===== config.mk =====
export PLATFORM = sky130hd
export DESIGN_NAME = dist_seq_ctrl_flat
export DESIGN_NICKNAME = d
export VERILOG_FILES = /design/src/rtl/dist_seq_ctrl_if.sv /design/src/rtl/dist_seq_ctrl.sv /design/src/flat_wrapper.sv
export SDC_FILE = /design/constraint.sdc
export NUM_CORES = 1
export LEC_CHECK = 0
export ABC_AREA = 1
export CORE_ASPECT_RATIO = 0.6
export CORE_MARGIN = 1.5
export CORE_UTILIZATION = 60
export DETAILED_ROUTE_END_ITERATION = 12
export PLACE_DENSITY_LB_ADDON = 0.12
export SLEW_MARGIN = 10
export SYNTH_ARGS = -nofsm -noshare
export SYNTH_HDL_FRONTEND = slang
export SYNTH_SLANG_ARGS = --single-unit

===== constraint.sdc =====
create_clock -name clk -period 5.3 [get_ports clk]
set_input_delay 1.06 -clock clk [delete_from_list [all_inputs] [get_ports clk]]
set_output_delay 1.06 -clock clk [all_outputs]
set_load 0.1 [all_outputs]

===== src/rtl/dist_seq_ctrl_if.sv =====
// dist_seq_ctrl_if: bundle of the host START/DONE handshake and the
// accumulator / sqrt / BRAM control signals around the distance sequencer.
// The optional ABORT input exists only when DIST_SEQ_ABORT_EN is defined.
// master = the sequencer, slave = the surrounding host/datapath.
interface dist_seq_ctrl_if #(
  parameter int CNT_W  = 8,
  parameter int ADDR_W = 10
);
  logic              START;
  logic [CNT_W-1:0]  NUM_OF_VECTORS;
  logic [CNT_W-1:0]  VECTOR_WIDTH;
  logic              RDY_Acc;
  logic              RDY_Sqrt;
`ifdef DIST_SEQ_ABORT_EN
  logic              ABORT;
`endif
  logic              EN_Acc;
  logic              RST_Acc;
  logic              PRE_Acc;
  logic              EN_Sqrt;
  logic [ADDR_W-1:0] ADDR_Bram;
  logic              RD_Bram;
  logic              WR_Bram;
  logic [CNT_W-1:0]  VEC_IDX;
  logic              BUSY;
  logic              DONE;

`ifdef DIST_SEQ_ABORT_EN
  modport master (
    input  START, NUM_OF_VECTORS, VECTOR_WIDTH, RDY_Acc, RDY_Sqrt, ABORT,
    output EN_Acc, RST_Acc, PRE_Acc, EN_Sqrt, ADDR_Bram, RD_Bram, WR_Bram,
           VEC_IDX, BUSY, DONE
  );
  modport slave (
    output START, NUM_OF_VECTORS, VECTOR_WIDTH, RDY_Acc, RDY_Sqrt, ABORT,
    input  EN_Acc, RST_Acc, PRE_Acc, EN_Sqrt, ADDR_Bram, RD_Bram, WR_Bram,
           VEC_IDX, BUSY, DONE
  );
`else
  modport master (
    input  START, NUM_OF_VECTORS, VECTOR_WIDTH, RDY_Acc, RDY_Sqrt,
    output EN_Acc, RST_Acc, PRE_Acc, EN_Sqrt, ADDR_Bram, RD_Bram, WR_Bram,
           VEC_IDX, BUSY, DONE
  );
  modport slave (
    output START, NUM_OF_VECTORS, VECTOR_WIDTH, RDY_Acc, RDY_Sqrt,
    input  EN_Acc, RST_Acc, PRE_Acc, EN_Sqrt, ADDR_Bram, RD_Bram, WR_Bram,
           VEC_IDX, BUSY, DONE
  );
`endif
endinterface


===== src/rtl/dist_seq_ctrl.sv =====
// dist_seq_ctrl: multi-vector sequencer for the distance datapath.
// Walks NUM_OF_VECTORS vectors of VECTOR_WIDTH elements, LANES elements per
// fetch beat, issuing BRAM reads with the accumulator hard/soft reset
// handshake, then runs sqrt and writes each result to RES_BASE + vector index.
// Optional feature: define DIST_SEQ_ABORT_EN to add an ABORT input that
// cancels a run (no write, no DONE).
module dist_seq_ctrl #(
  parameter int CNT_W    = 8,
  parameter int ADDR_W   = 10,
  parameter int LANES    = 1,
  parameter int RES_BASE = 512
) (
  input logic             clk,
  input logic             rst,
  dist_seq_ctrl_if.master bus
);

  typedef enum logic [2:0] {
    IDLE, HARD_RESET, WAIT_ACC, SOFT_RESET, SQRT, WRITE, FINISH
  } state_e;

  localparam logic [CNT_W-1:0]  ONE_C      = CNT_W'(1);
  localparam logic [CNT_W:0]    LANES_W_C  = (CNT_W+1)'(LANES);
  localparam logic [CNT_W:0]    ROUND_C    = (CNT_W+1)'(LANES - 1);
  localparam logic [ADDR_W-1:0] LANES_A_C  = ADDR_W'(LANES);
  localparam logic [ADDR_W-1:0] RES_BASE_C = ADDR_W'(RES_BASE);

  state_e            state_q, state_d;
  logic [CNT_W-1:0]  num_vec_q, num_vec_d;
  logic [CNT_W-1:0]  vec_w_q, vec_w_d;
  logic [CNT_W-1:0]  beats_q, beats_d;
  logic [CNT_W-1:0]  beat_q, beat_d;
  logic [CNT_W-1:0]  vec_idx_q, vec_idx_d;
  logic [ADDR_W-1:0] elem_base_q, elem_base_d;
  logic [ADDR_W-1:0] beat_addr_q, beat_addr_d;
  logic [CNT_W-1:0]  beats_calc;
  logic              abort;

  // Beats per vector, ceil(VECTOR_WIDTH/LANES); one extra bit so the rounding add cannot overflow.
  assign beats_calc = CNT_W'(({1'b0, bus.VECTOR_WIDTH} + ROUND_C) / LANES_W_C);

`ifdef DIST_SEQ_ABORT_EN
  assign abort = bus.ABORT;
`else
  assign abort = 1'b0;
`endif

  // State and counter registers.
  always_ff @(posedge clk or posedge rst) begin
    // NOTE: sequential state uses non-blocking (<=) so every register samples pre-edge values.
    if (rst) begin
      state_q     <= IDLE;
      num_vec_q   <= '0;
      vec_w_q     <= '0;
      beats_q     <= '0;
      beat_q      <= '0;
      vec_idx_q   <= '0;
      elem_base_q <= '0;
      beat_addr_q <= '0;
    end else begin
      state_q     <= state_d;
      num_vec_q   <= num_vec_d;
      vec_w_q     <= vec_w_d;
      beats_q     <= beats_d;
      beat_q      <= beat_d;
      vec_idx_q   <= vec_idx_d;
      elem_base_q <= elem_base_d;
      beat_addr_q <= beat_addr_d;
    end
  end

  // Next-state and counter update; beat address advances by LANES so no multiplier is needed.
  always_comb begin
    // NOTE: every signal gets a default first so no path leaves it unassigned (no latches).
    state_d     = state_q;
    num_vec_d   = num_vec_q;
    vec_w_d     = vec_w_q;
    beats_d     = beats_q;
    beat_d      = beat_q;
    vec_idx_d   = vec_idx_q;
    elem_base_d = elem_base_q;
    beat_addr_d = beat_addr_q;
    unique case (state_q)
      IDLE: begin
        if (bus.START && !abort) begin
          if (bus.NUM_OF_VECTORS == '0 || bus.VECTOR_WIDTH == '0) begin
            state_d = FINISH;
          end else begin
            num_vec_d   = bus.NUM_OF_VECTORS;
            vec_w_d     = bus.VECTOR_WIDTH;
            beats_d     = beats_calc;
            beat_d      = '0;
            vec_idx_d   = '0;
            elem_base_d = '0;
            beat_addr_d = '0;
            state_d     = HARD_RESET;
          end
        end
      end
      HARD_RESET: state_d = WAIT_ACC;
      WAIT_ACC: begin
        if (bus.RDY_Acc) begin
          if (beat_q == beats_q - ONE_C) begin
            state_d = SQRT;
          end else begin
            beat_d      = beat_q + ONE_C;
            beat_addr_d = beat_addr_q + LANES_A_C;
            state_d     = SOFT_RESET;
          end
        end
      end
      SOFT_RESET: state_d = WAIT_ACC;
      SQRT: begin
        if (bus.RDY_Sqrt) state_d = WRITE;
      end
      WRITE: begin
        if (vec_idx_q == num_vec_q - ONE_C) begin
          state_d = FINISH;
        end else begin
          vec_idx_d   = vec_idx_q + ONE_C;
          elem_base_d = elem_base_q + ADDR_W'(vec_w_q);
          beat_addr_d = elem_base_q + ADDR_W'(vec_w_q);
          beat_d      = '0;
          state_d     = HARD_RESET;
        end
      end
      FINISH:  state_d = IDLE;
      default: state_d = IDLE;
    endcase
    if (abort && state_q != IDLE) state_d = IDLE;
  end

  // Moore output decode from the registered state.
  always_comb begin
    bus.EN_Acc    = 1'b0;
    bus.RST_Acc   = 1'b0;
    bus.PRE_Acc   = 1'b0;
    bus.EN_Sqrt   = 1'b0;
    bus.ADDR_Bram = '0;
    bus.RD_Bram   = 1'b0;
    bus.WR_Bram   = 1'b0;
    bus.DONE      = 1'b0;
    bus.BUSY      = (state_q != IDLE);
    bus.VEC_IDX   = (state_q != IDLE) ? vec_idx_q : '0;
    unique case (state_q)
      HARD_RESET: begin
        bus.EN_Acc    = 1'b1;
        bus.RST_Acc   = 1'b1;
        bus.RD_Bram   = 1'b1;
        bus.ADDR_Bram = elem_base_q;
      end
      WAIT_ACC: bus.EN_Acc = 1'b1;
      SOFT_RESET: begin
        bus.EN_Acc    = 1'b1;
        bus.RST_Acc   = 1'b1;
        bus.PRE_Acc   = 1'b1;
        bus.RD_Bram   = 1'b1;
        bus.ADDR_Bram = beat_addr_q;
      end
      SQRT: begin
        bus.EN_Acc  = 1'b1;
        bus.EN_Sqrt = 1'b1;
      end
      WRITE: begin
        bus.WR_Bram   = 1'b1;
        bus.ADDR_Bram = RES_BASE_C + ADDR_W'(vec_idx_q);
      end
      FINISH:  bus.DONE = 1'b1;
      default: ;
    endcase
  end

endmodule


===== src/flat_wrapper.sv =====
// flat-port wrapper written by rule: the top's interface ports become plain ports
module dist_seq_ctrl_flat 
#(
  parameter int CNT_W    = 8,
  parameter int ADDR_W   = 10,
  parameter int LANES    = 1,
  parameter int RES_BASE = 512
)
  (clk, rst, bus_START, bus_NUM_OF_VECTORS, bus_VECTOR_WIDTH, bus_RDY_Acc, bus_RDY_Sqrt, bus_EN_Acc, bus_RST_Acc, bus_PRE_Acc, bus_EN_Sqrt, bus_ADDR_Bram, bus_RD_Bram, bus_WR_Bram, bus_VEC_IDX, bus_BUSY, bus_DONE);
  dist_seq_ctrl_if #(.CNT_W(CNT_W), .ADDR_W(ADDR_W)) bus_i ();
  input logic clk;
  input logic rst;
  input wire logic [$bits(bus_i.START)-1:0] bus_START;
  input wire logic [$bits(bus_i.NUM_OF_VECTORS)-1:0] bus_NUM_OF_VECTORS;
  input wire logic [$bits(bus_i.VECTOR_WIDTH)-1:0] bus_VECTOR_WIDTH;
  input wire logic [$bits(bus_i.RDY_Acc)-1:0] bus_RDY_Acc;
  input wire logic [$bits(bus_i.RDY_Sqrt)-1:0] bus_RDY_Sqrt;
  output wire logic [$bits(bus_i.EN_Acc)-1:0] bus_EN_Acc;
  output wire logic [$bits(bus_i.RST_Acc)-1:0] bus_RST_Acc;
  output wire logic [$bits(bus_i.PRE_Acc)-1:0] bus_PRE_Acc;
  output wire logic [$bits(bus_i.EN_Sqrt)-1:0] bus_EN_Sqrt;
  output wire logic [$bits(bus_i.ADDR_Bram)-1:0] bus_ADDR_Bram;
  output wire logic [$bits(bus_i.RD_Bram)-1:0] bus_RD_Bram;
  output wire logic [$bits(bus_i.WR_Bram)-1:0] bus_WR_Bram;
  output wire logic [$bits(bus_i.VEC_IDX)-1:0] bus_VEC_IDX;
  output wire logic [$bits(bus_i.BUSY)-1:0] bus_BUSY;
  output wire logic [$bits(bus_i.DONE)-1:0] bus_DONE;
  assign bus_i.START = bus_START;
  assign bus_i.NUM_OF_VECTORS = bus_NUM_OF_VECTORS;
  assign bus_i.VECTOR_WIDTH = bus_VECTOR_WIDTH;
  assign bus_i.RDY_Acc = bus_RDY_Acc;
  assign bus_i.RDY_Sqrt = bus_RDY_Sqrt;
  assign bus_EN_Acc = bus_i.EN_Acc;
  assign bus_RST_Acc = bus_i.RST_Acc;
  assign bus_PRE_Acc = bus_i.PRE_Acc;
  assign bus_EN_Sqrt = bus_i.EN_Sqrt;
  assign bus_ADDR_Bram = bus_i.ADDR_Bram;
  assign bus_RD_Bram = bus_i.RD_Bram;
  assign bus_WR_Bram = bus_i.WR_Bram;
  assign bus_VEC_IDX = bus_i.VEC_IDX;
  assign bus_BUSY = bus_i.BUSY;
  assign bus_DONE = bus_i.DONE;
  dist_seq_ctrl #(.CNT_W(CNT_W), .ADDR_W(ADDR_W), .LANES(LANES), .RES_BASE(RES_BASE)) u_core (.clk(clk), .rst(rst), .bus(bus_i));
endmodule

==> summary.md, run 1 <==
| Metric | Value |
|---|---|
| Post-synth cell types | 39 |
| Post-DP HPWL | 8616 microns |
| Register clock-pin slew on the reported worst setup and hold paths | 70 ps |
| PnR worst setup slack | 1062 ps |
| Setup TNS | 0 ps |
| EDFF count, synth | 0 |
| Share of Yosys cell area claimed by the top area cell type | 33.47% |
| Period utilization | 79.96% |
| Clk_skew | 3.771 ps |
| Die Width | around 110 microns |
| Port bufs | between 40 and 50 |
| Post-synthesis net count | 659 |
| Syn avg cell area | 6.591 sq um |
| Top-count cell post-synth | nand2_1 |
| Synth async-reset ratio | 100.0% |
| Pre-CTS WS | 1465 ps |
| Fillers | ~550 |
| CP startpoint kind | flop |
| Final GP Congestion | 0.9018 |
| Overall Global Routing Usage | between 30% and 40% |
| RSZ-0062 raised after global routing | no |
| Routed wire length | around 11000 microns |
| Synthesized cell area | 0.004113 sq mm |
| Yosys top cell by area | dfrtp_1 |
| Post-Syn Instances | 624 |
| Fmax | approximately 0.24 GHz |
| H-tree depth | 2 |
| Initial Util | 61.87% |
| Kind of critical path | flop to output pin |
| Data arrival, critical path | about 3200 ps |
| CTS max path bufs | 2 |
| Row count | 23 |
| Pre-antenna DRT Iters | 4 |
| Vias in the first global route | between 3000 and 4000 |
| Via count | 4231 |
| Synth area leaders | dfrtp_1 (33%), nand2_1 (17%), nor2_1 (8.0%) |
| Peak supply drop | 0.0004758 V |
| Minimum clock period | 4238 ps |
| Pin count of the biggest net entering global routing | 56 |
| Register area | roughly 0.0014 sq mm |
| DP Area | about 0.0046 sq mm |
| GRT overflow | 0 |
| Hold_buf cts | 0 |
| Resized cells post-CTS | 0 |
| DRC | 0 |
| Core area | 0.006648 sq mm |
| Nets@finish | around 700 |
| Leakage power | 2.314 nW |
| Detail Route Antenna Nets | 0 |
| Post-DR wirelength/cell | 15.15 microns |
| Count of state elements after synthesis | 55 |
| Commonest cells post-synth | nand2_1 (183), nor2_1 (88), inv_1 (76), nand3_1 (59), dfrtp_1 (55) |
| Worst Path Max Fanout | 10 |
| Sequential-to-total area share from yosys stat | between 30% and 40% |
| Ant diodes | 0 |
| TritonCTS Buffers | 5 |
| Slew Viols, Final | 0 |
| Final Instance Area | 0.004763 sq mm |
| Worst skew pair latency | 290 ps |
| Initial antenna violation count | 0 |
| Final Hold Fails | 0 |
| Ratio of cells with drive above 1 in the final layout | 3.620% |
| Postcts setup bufs | 0 |
| Chip height | 67.13 microns |
| Worst slew pin tran | 996.9 ps |
| Status | finished, final reports clean |
| Main flop type after synthesis | dfrtp_1 |
| CTS Root Buffer Type | clkbuf_16 |
| Die area | around 0.0074 sq mm |
| Critical Path Sink Type | output pin |
| Io pins | between 40 and 50 |
| Sink Count | 55 |
| Power Dens Cells | 553.3 mW/mm^2 |
| Vias per Instance | 5.641 |
| Synthesis warning total | 0 |
| Hold crit path type | flop to flop |
| Area growth from synthesis to layout | 15.82% |
| Worst path required time | approximately 4200 ps |
| Rel. slew slack | 33.33% |
| Initial DRC count | between 400 and 500 |
| Multi-input combinational cell area | 0.002352 sq mm |
| TritonCTS clock tree | built |
| Max-Cap Viols | 0 |
| Final Setup Violations | 0 |
| First-pass GRT wire length | 18620 microns |
## worst max-delay path: stages (launching register included)
cell	delay, ps
dfrtp_1	380
inv_1	100
nor2_1	180
inv_1	120
nor2_1	670
nand2_1	100
o211ai_1	160
clkdlybuf4s50_1	1170
## layout make-up
cell class                      count  area share, %
Clock inverter                      1         0.1051
Tap cell                           87          2.285
Inverter                           79          6.278
Clock buffer                        6          2.916
Sequential cell                    55          28.89
Timing Repair Buffer               49          10.14
Multi-Input combinational cell    473          49.38
## final timing paths
kind	startpoint	endpoint	slack (ps)	cells past startpoint
min in group asynchronous	rst	u_core.num_vec_q[5]	1290	3
hold / removal	u_core.num_vec_q[7]	u_core.num_vec_q[7]	540	2
setup / recovery	u_core.state_q[0]	bus_ADDR_Bram[0]	1060	7
max in group asynchronous	rst	u_core.vec_idx_q[2]	3510	3
setup reg to reg	u_core.num_vec_q[0]	u_core.vec_idx_q[0]	2810	12
hold reg to reg	u_core.num_vec_q[7]	u_core.num_vec_q[7]	540	2
## power breakdown
group	internal [mW]	total, mW	switching [mW]
Clock	0.185	0.331	0.146
Sequential	0.534	0.706	0.171
Combinational	0.469	1.60	1.13
## sequential cells by signal, indices dropped and copies added, names as in the netlist
register / flops
u_core.state_q: 3
u_core.num_vec_q: 8
u_core.beat_addr_q: 10
u_core.vec_w_q: 8
u_core.elem_base_q: 10
u_core.vec_idx_q: 8
u_core.beat_q: 8
## cells by family after synthesis
family	after synthesis	synth area share [%]
AOI/OAI and AO/OA	78	10.92
buffers and inverters	96	9.340
adders and majority gates	14	4.442
and+or+nand+nor	359	37.02
DFF	55	33.47
xor gates and xnor gates	20	4.259
muxes	2	0.5476
## cell usage in the layout (no fill, tap or decap)
cell and count:
a21oi_1 28, a21oi_4 1, a221o_1 1, a22o_1 1, a22oi_1 1, and2_1 2, buf_4 3, clkbuf_16 5
clkbuf_8 1, clkdlybuf4s50_1 46, clkinv_2 1, dfrtp_1 55, fa_1 1, ha_1 13, inv_1 75, inv_2 3
inv_4 1, mux2_2 2, nand2_1 183, nand2_2 2, nand3_1 59, nand3b_1 1, nand4_1 10, nand4_4 1
nor2_1 88, nor2_4 2, nor3_1 6, nor3_4 1, nor4_1 3, o211ai_1 8, o21a_1 1, o21ai_0 31
o21ai_1 1, o21ai_2 1, o21bai_1 2, o31ai_1 2, or2_1 1, xnor2_1 4, xor2_1 16
## stage by stage
stage          cells  power [mW]  hold slack [ps]  util (%)
2_1_floorplan    624       1.902            472.2         -
3_3_place_gp     743       2.211            519.7     69.49
3_5_place_dp     743       2.265            527.7     69.49
4_1_cts          750       2.604            543.6     71.65
5_1_grt          750       2.833            582.9     71.65
6_report         750       2.635            542.7     71.65
## routing by layer
metal | up-vias | global-route usage, % | share of wire, %
met5 | - | 0 | 0
met4 | 0 | 9.416 | 1.9
met3 | 26 | 6.853 | 11
met2 | 222 | 50.16 | 41
met1 | 1909 | 48.27 | 47
li1 | 2074 | - | -
Power figures use the tool's default switching activity.
==> inputs of run 2 (changes only) <==
Settings changed: CORE_UTILIZATION 60 to 52.
Clock period 5.3 ns to 3.4 ns, I/O delays scaled along.
==> summary.md, run 2 (same netlist as run 1, synthesis figures left out) <==
| Metric | Value |
|---|---|
| Status | finished, final reports clean |
| DRC | 0 |
| First-pass GRT wire length | about 19000 microns |
| Overall Global Routing Usage | 28.22% |
| Final GP Congestion | 0.9617 |
| CP startpoint kind | flop |
| H-tree depth | 2 |
| Pre-CTS WS | 720.6 ps |
| Worst slew pin tran | 826.8 ps |
| Slew Viols, Final | 0 |
| Final non-filler cell total | 770 |
| Die area | 0.008469 sq mm |
| Die Width | 117.8 microns |
| Regs by FF count | u_core.beat_addr_q x10, u_core.elem_base_q x10 |
| Kind of critical path | flop to output pin |
| Row count | 24 |
| Io pins | 47 |
| Setup TNS | 0 ps |
| Ratio of cells with drive above 1 in the final layout | 8.108% |
| Placed Instances | 762 |
| Max-Cap Viols | 0 |
| Worst path required time | 2720 ps |
| Hold_buf cts | 0 |
| Worst reg2reg startpoint | u_core.num_vec_q[0] |
| Worst Reg-to-Reg Cells | 13 |
| Resized cells post-CTS | 0 |
| Minimum clock period | 2896 ps |
| Initial antenna violation count | 0 |
| Post-DP HPWL | 8551 microns |
| Area growth from synthesis to layout | 17.98% |
| Pre-antenna DRT Iters | 6 |
| Leakage power | 2.398 nW |
| TritonCTS clock tree | built |
| Sink Count | 55 |
| Rel. slew slack | 44.67% |
| Vias in the first global route | 3943 |
| Worst Hold Depth | 2 |
| Critical Path Sink Type | output pin |
| TritonCTS Buffers | 5 |
| Power Dens Cells | 862.4 mW/mm^2 |
| Detail Route Antenna Nets | 0 |
| RSZ-0062 raised after global routing | no |
| Port bufs | 46 |
| Fillers | 683 |
| Most frequent cells in the layout | nand2_1 (183), nor2_1 (87), inv_1 (75) |
| Postcts setup bufs | 0 |
| Fmax | 0.3453 GHz |
| Final Instance Area | 0.004852 sq mm |
| Worst Path Max Fanout | 10 |
| Core area | 0.007447 sq mm |
| Peak supply drop | 0.0003736 V |
| Hold path startpoint | u_core.beat_addr_q[9] |
| GRT overflow | 0 |
| Via count | 4193 |
| Clk_skew | between 5 and 6 ps |
| Period utilization | 85.19% |
| Worst skew pair latency | 300 ps |
| Critical path startpoint | u_core.state_q[0] |
| Register clock-pin slew on the reported worst setup and hold paths | 70 ps |
| CTS max path bufs | 2 |
| Routed wire length | ~11000 microns |
| Total power | 4.185 mW |
| Final Hold Fails | 0 |
| DP Area | 0.004698 sq mm |
| Pin count of the biggest net entering global routing | 36 |
| CTS Root Buffer Type | clkbuf_16 |
| Post-DR wirelength/cell | approximately 15 microns |
| Commonest non-fill, non-tap cell in the layout | nand2_1 |
| PnR worst setup slack | between 500 and 600 ps |
| Initial Util | a little under three fifths |
| Data arrival, critical path | 2220 ps |
| Chip height | 71.89 microns |
| Final Setup Violations | 0 |
| Nets@finish | 700 |
| Vias per Instance | 5.445 |
| Initial DRC count | 429 |
| Hold crit path type | flop to flop |
| Ant diodes | 0 |
==> run 2: changes by cell type in the layout (fill, tap and decap cells not counted) <==
cell,change
inv_8,+1
buf_4,+20
clkdlybuf4s50_1,-26
nor2_4,+1
buf_12,+8
clkbuf_8,-1
clkinv_2,-1
clkinv_4,+2
nor2_1,-1
==> run 2: final timing paths <==
kind,to,slack (ps)
hold / removal,u_core.beat_addr_q[9],550
setup / recovery,bus_ADDR_Bram[9],500
setup reg to reg,u_core.elem_base_q[4],970
min in group asynchronous,u_core.num_vec_q[1],610
hold reg to reg,u_core.beat_addr_q[9],550
max in group asynchronous,u_core.elem_base_q[9],2110
==> run 2: area by class of cell <==
cell class              instances  area [sq um]  share of cell area [%]
clock buffers                   5         125.1                   2.579
well taps                     104         130.1                   2.682
repair buffers                 51         533.0                   10.99
clock inverters                 3         28.78                  0.5931
flip-flops and latches         55          1376                   28.37
inverters                      79         299.0                   6.163
multi-input cells             473          2360                   48.63
==> run 2: per-layer routing <==
layer	GRT usage, %	share of wire, %	vias up
met2	41.78	42	166
met3	4.538	8.1	23
met4	7.453	1.7	0
met5	0	0	-
li1	-	-	2084
met1	42.99	48	1920
==> run 2: through the flow <==
stage	hold WS, ps	utilization (%)
6_report	550.1	65.15
3_5_place_dp	523.9	63.09
4_1_cts	543.7	65.15
5_1_grt	581.0	65.15
2_1_floorplan	472.2	-
3_3_place_gp	521.7	63.09
==> run 2: critical path, cell delays in order (launching register included) <==
cell,delay [ps]
dfrtp_1,390
inv_1,110
nor2_4,110
inv_1,90
nor2_1,640
a221o_1,290
buf_4,290
==> run 2: power breakdown <==
part | total [mW] | switching, mW | internal, mW
clock | 0.547 | 0.265 | 0.282
sequential | 1.09 | 0.262 | 0.832
combinational | 2.54 | 1.75 | 0.790
total | 4.18 | 2.28 | 1.90
==> inputs of run 3 (changes only) <==
Settings changed: CORE_MARGIN 1.5 to 2, SKIP_CTS_REPAIR_TIMING from default to 1.
==> summary.md, run 3 (same netlist as run 1, synthesis figures left out) <==
| Metric | Value |
|---|---|
| Leakage power | between 2 and 2.5 nW |
| CTS Root Buffer Type | clkbuf_16 |
| Slew Viols, Final | 0 |
| Kind of critical path | flop to output pin |
| Nets@finish | ~700 |
| Placed Instances | 768 |
| Register clock-pin slew on the reported worst setup and hold paths | roughly 80 ps |
| Multi-input combinational cell area | 0.002360 sq mm |
| Setup TNS | 0 ps |
| Initial Util | around 53% |
| Die area | 0.008659 sq mm |
| First-pass GRT wire length | just under 20000 microns |
| Ant diodes | 0 |
| Max-Cap Viols | 0 |
| Worst slew pin tran | ~640 ps |
| Sink Count | between 50 and 60 |
| Port bufs | 46 |
| Commonest non-fill, non-tap cell in the layout | nand2_1 |
| Regs by FF count | u_core.beat_addr_q x10, u_core.elem_base_q x10 |
| Worst path top cell family by delay | buffers and inverters |
| Vias in the first global route | 3975 |
| PnR worst setup slack | 701.3 ps |
| Minimum clock period | 2699 ps |
| Most frequent cells in the layout | nand2_1 (183), nor2_1 (87), inv_1 (75) |
| Crit-path cells | inv_1, nor2_4, inv_1, nor2_1, buf_4, nand2_1, o211ai_1, buf_12 |
| CP startpoint kind | flop |
| CTS max path bufs | 2 |
| Pin count of the biggest net entering global routing | 36 |
| Routed wire length | 12110 microns |
| Peak supply drop | 0.0003926 V |
| CP max stage cell | dfrtp_1 |
| Initial antenna violation count | 0 |
| Row count | 25 |
| Vias per Instance | 5.469 |
| Final Hold Fails | 0 |
| Overall Global Routing Usage | 29.51% |
| Hold WS | 550.6 ps |
| TritonCTS Buffers | 5 |
| Area growth from synthesis to layout | 18.41% |
| Critical Path Sink Type | output pin |
| Post-DR wirelength/cell | around 16 microns |
| Total power | 4.244 mW |
| Worst skew pair latency | 310 ps |
| Status | finished, final reports clean |
| Worst path max stage delay | 390 ps |
| Initial DRC count | 289 |
| TritonCTS clock tree | built |
| Die Width | 118.8 microns |
| Io pins | between 40 and 50 |
| H-tree depth | 2 |
| Data arrival, critical path | 2020 ps |
| CP most frequent cell | inv_1 |
| Register area | 0.001376 sq mm |
| RSZ-0062 raised after global routing | no |
| Final GP Congestion | 0.9223 |
| Chip height | roughly 73 microns |
| Pre-CTS WS | 494.0 ps |
| Ratio of cells with drive above 1 in the final layout | under 10% |
| Fmax | 0.3706 GHz |
| Worst path required time | 2720 ps |
| Core area | 0.007757 sq mm |
| Power Dens Cells | 871.5 mW/mm^2 |
| Period utilization | 79.37% |
| Worst Path Max Fanout | 9 |
| Final Core Density | ~63% |
| Final non-filler cell total | 776 |
| Fillers | approximately 760 |
| Final Setup Violations | 0 |
| Detail Route Antenna Nets | 0 |
| Via count | between 4000 and 5000 |
| Pre-antenna DRT Iters | 5 |
| DP Area | 0.004718 sq mm |
| DRC | 0 |
| Rel. slew slack | 57.35% |
| Clk_skew | 5.471 ps |
| Final Instance Area | around 0.0049 sq mm |
| Buffers plus inverters on the worst setup path | 4 |
| Hold crit path type | flop to flop |
| GRT overflow | 0 |
| Post-DP HPWL | 9239 microns |
[run 3: cell count changes in the layout (fill, tap and decap cells not counted)]
| cell | previous run | this run |
|---|---|---|
| inv_8 | 1 | 0 |
| clkinv_4 | 2 | 1 |
| buf_4 | 23 | 25 |
| inv_6 | 0 | 2 |
[run 3: final cells by class]
class                           instances  area share [%]
Clock buffer                            5           2.569
Clock inverter                          3          0.5396
Inverter                               79           6.141
Multi-Input combinational cell        473           48.46
Sequential cell                        55           28.26
Tap cell                              108           2.775
Timing Repair Buffer                   53           11.25
[run 3: worst paths after layout]
check | start | end | slack, ps | cells after the start
hold / removal | u_core.beat_addr_q[8] | u_core.beat_addr_q[8] | 550 | 2
setup / recovery | u_core.state_q[0] | bus_ADDR_Bram[5] | 700 | 8
hold reg to reg | u_core.beat_addr_q[8] | u_core.beat_addr_q[8] | 550 | 2
min in group asynchronous | rst | u_core.num_vec_q[7] | 780 | 2
max in group asynchronous | rst | u_core.beat_addr_q[8] | 1960 | 3
setup reg to reg | u_core.state_q[1] | u_core.vec_idx_q[2] | 950 | 7
[run 3: where the power goes]
part / switching [mW] / internal [mW] / leakage, nW
registers: 0.262 / 0.832 / 0.707
clock network: 0.270 / 0.281 / 0.0748
logic: 1.80 / 0.803 / 1.63
[run 3: tightest hold or removal path, delay by kind of cell (launching register included)]
| family | cells | cell delay [ps] |
|---|---|---|
| flops | 1 | 390 |
| simple gates | 2 | 130 |
[run 3: routing by layer]
layer / GRT usage [%] / vias to the layer above / part of all wire [%]
met5: 0 / - / 0
met4: 8.466 / 0 / 1.4
met3: 9.297 / 18 / 10
met2: 45.34 / 169 / 43
met1: 40.48 / 1975 / 46
li1: - / 2082 / -
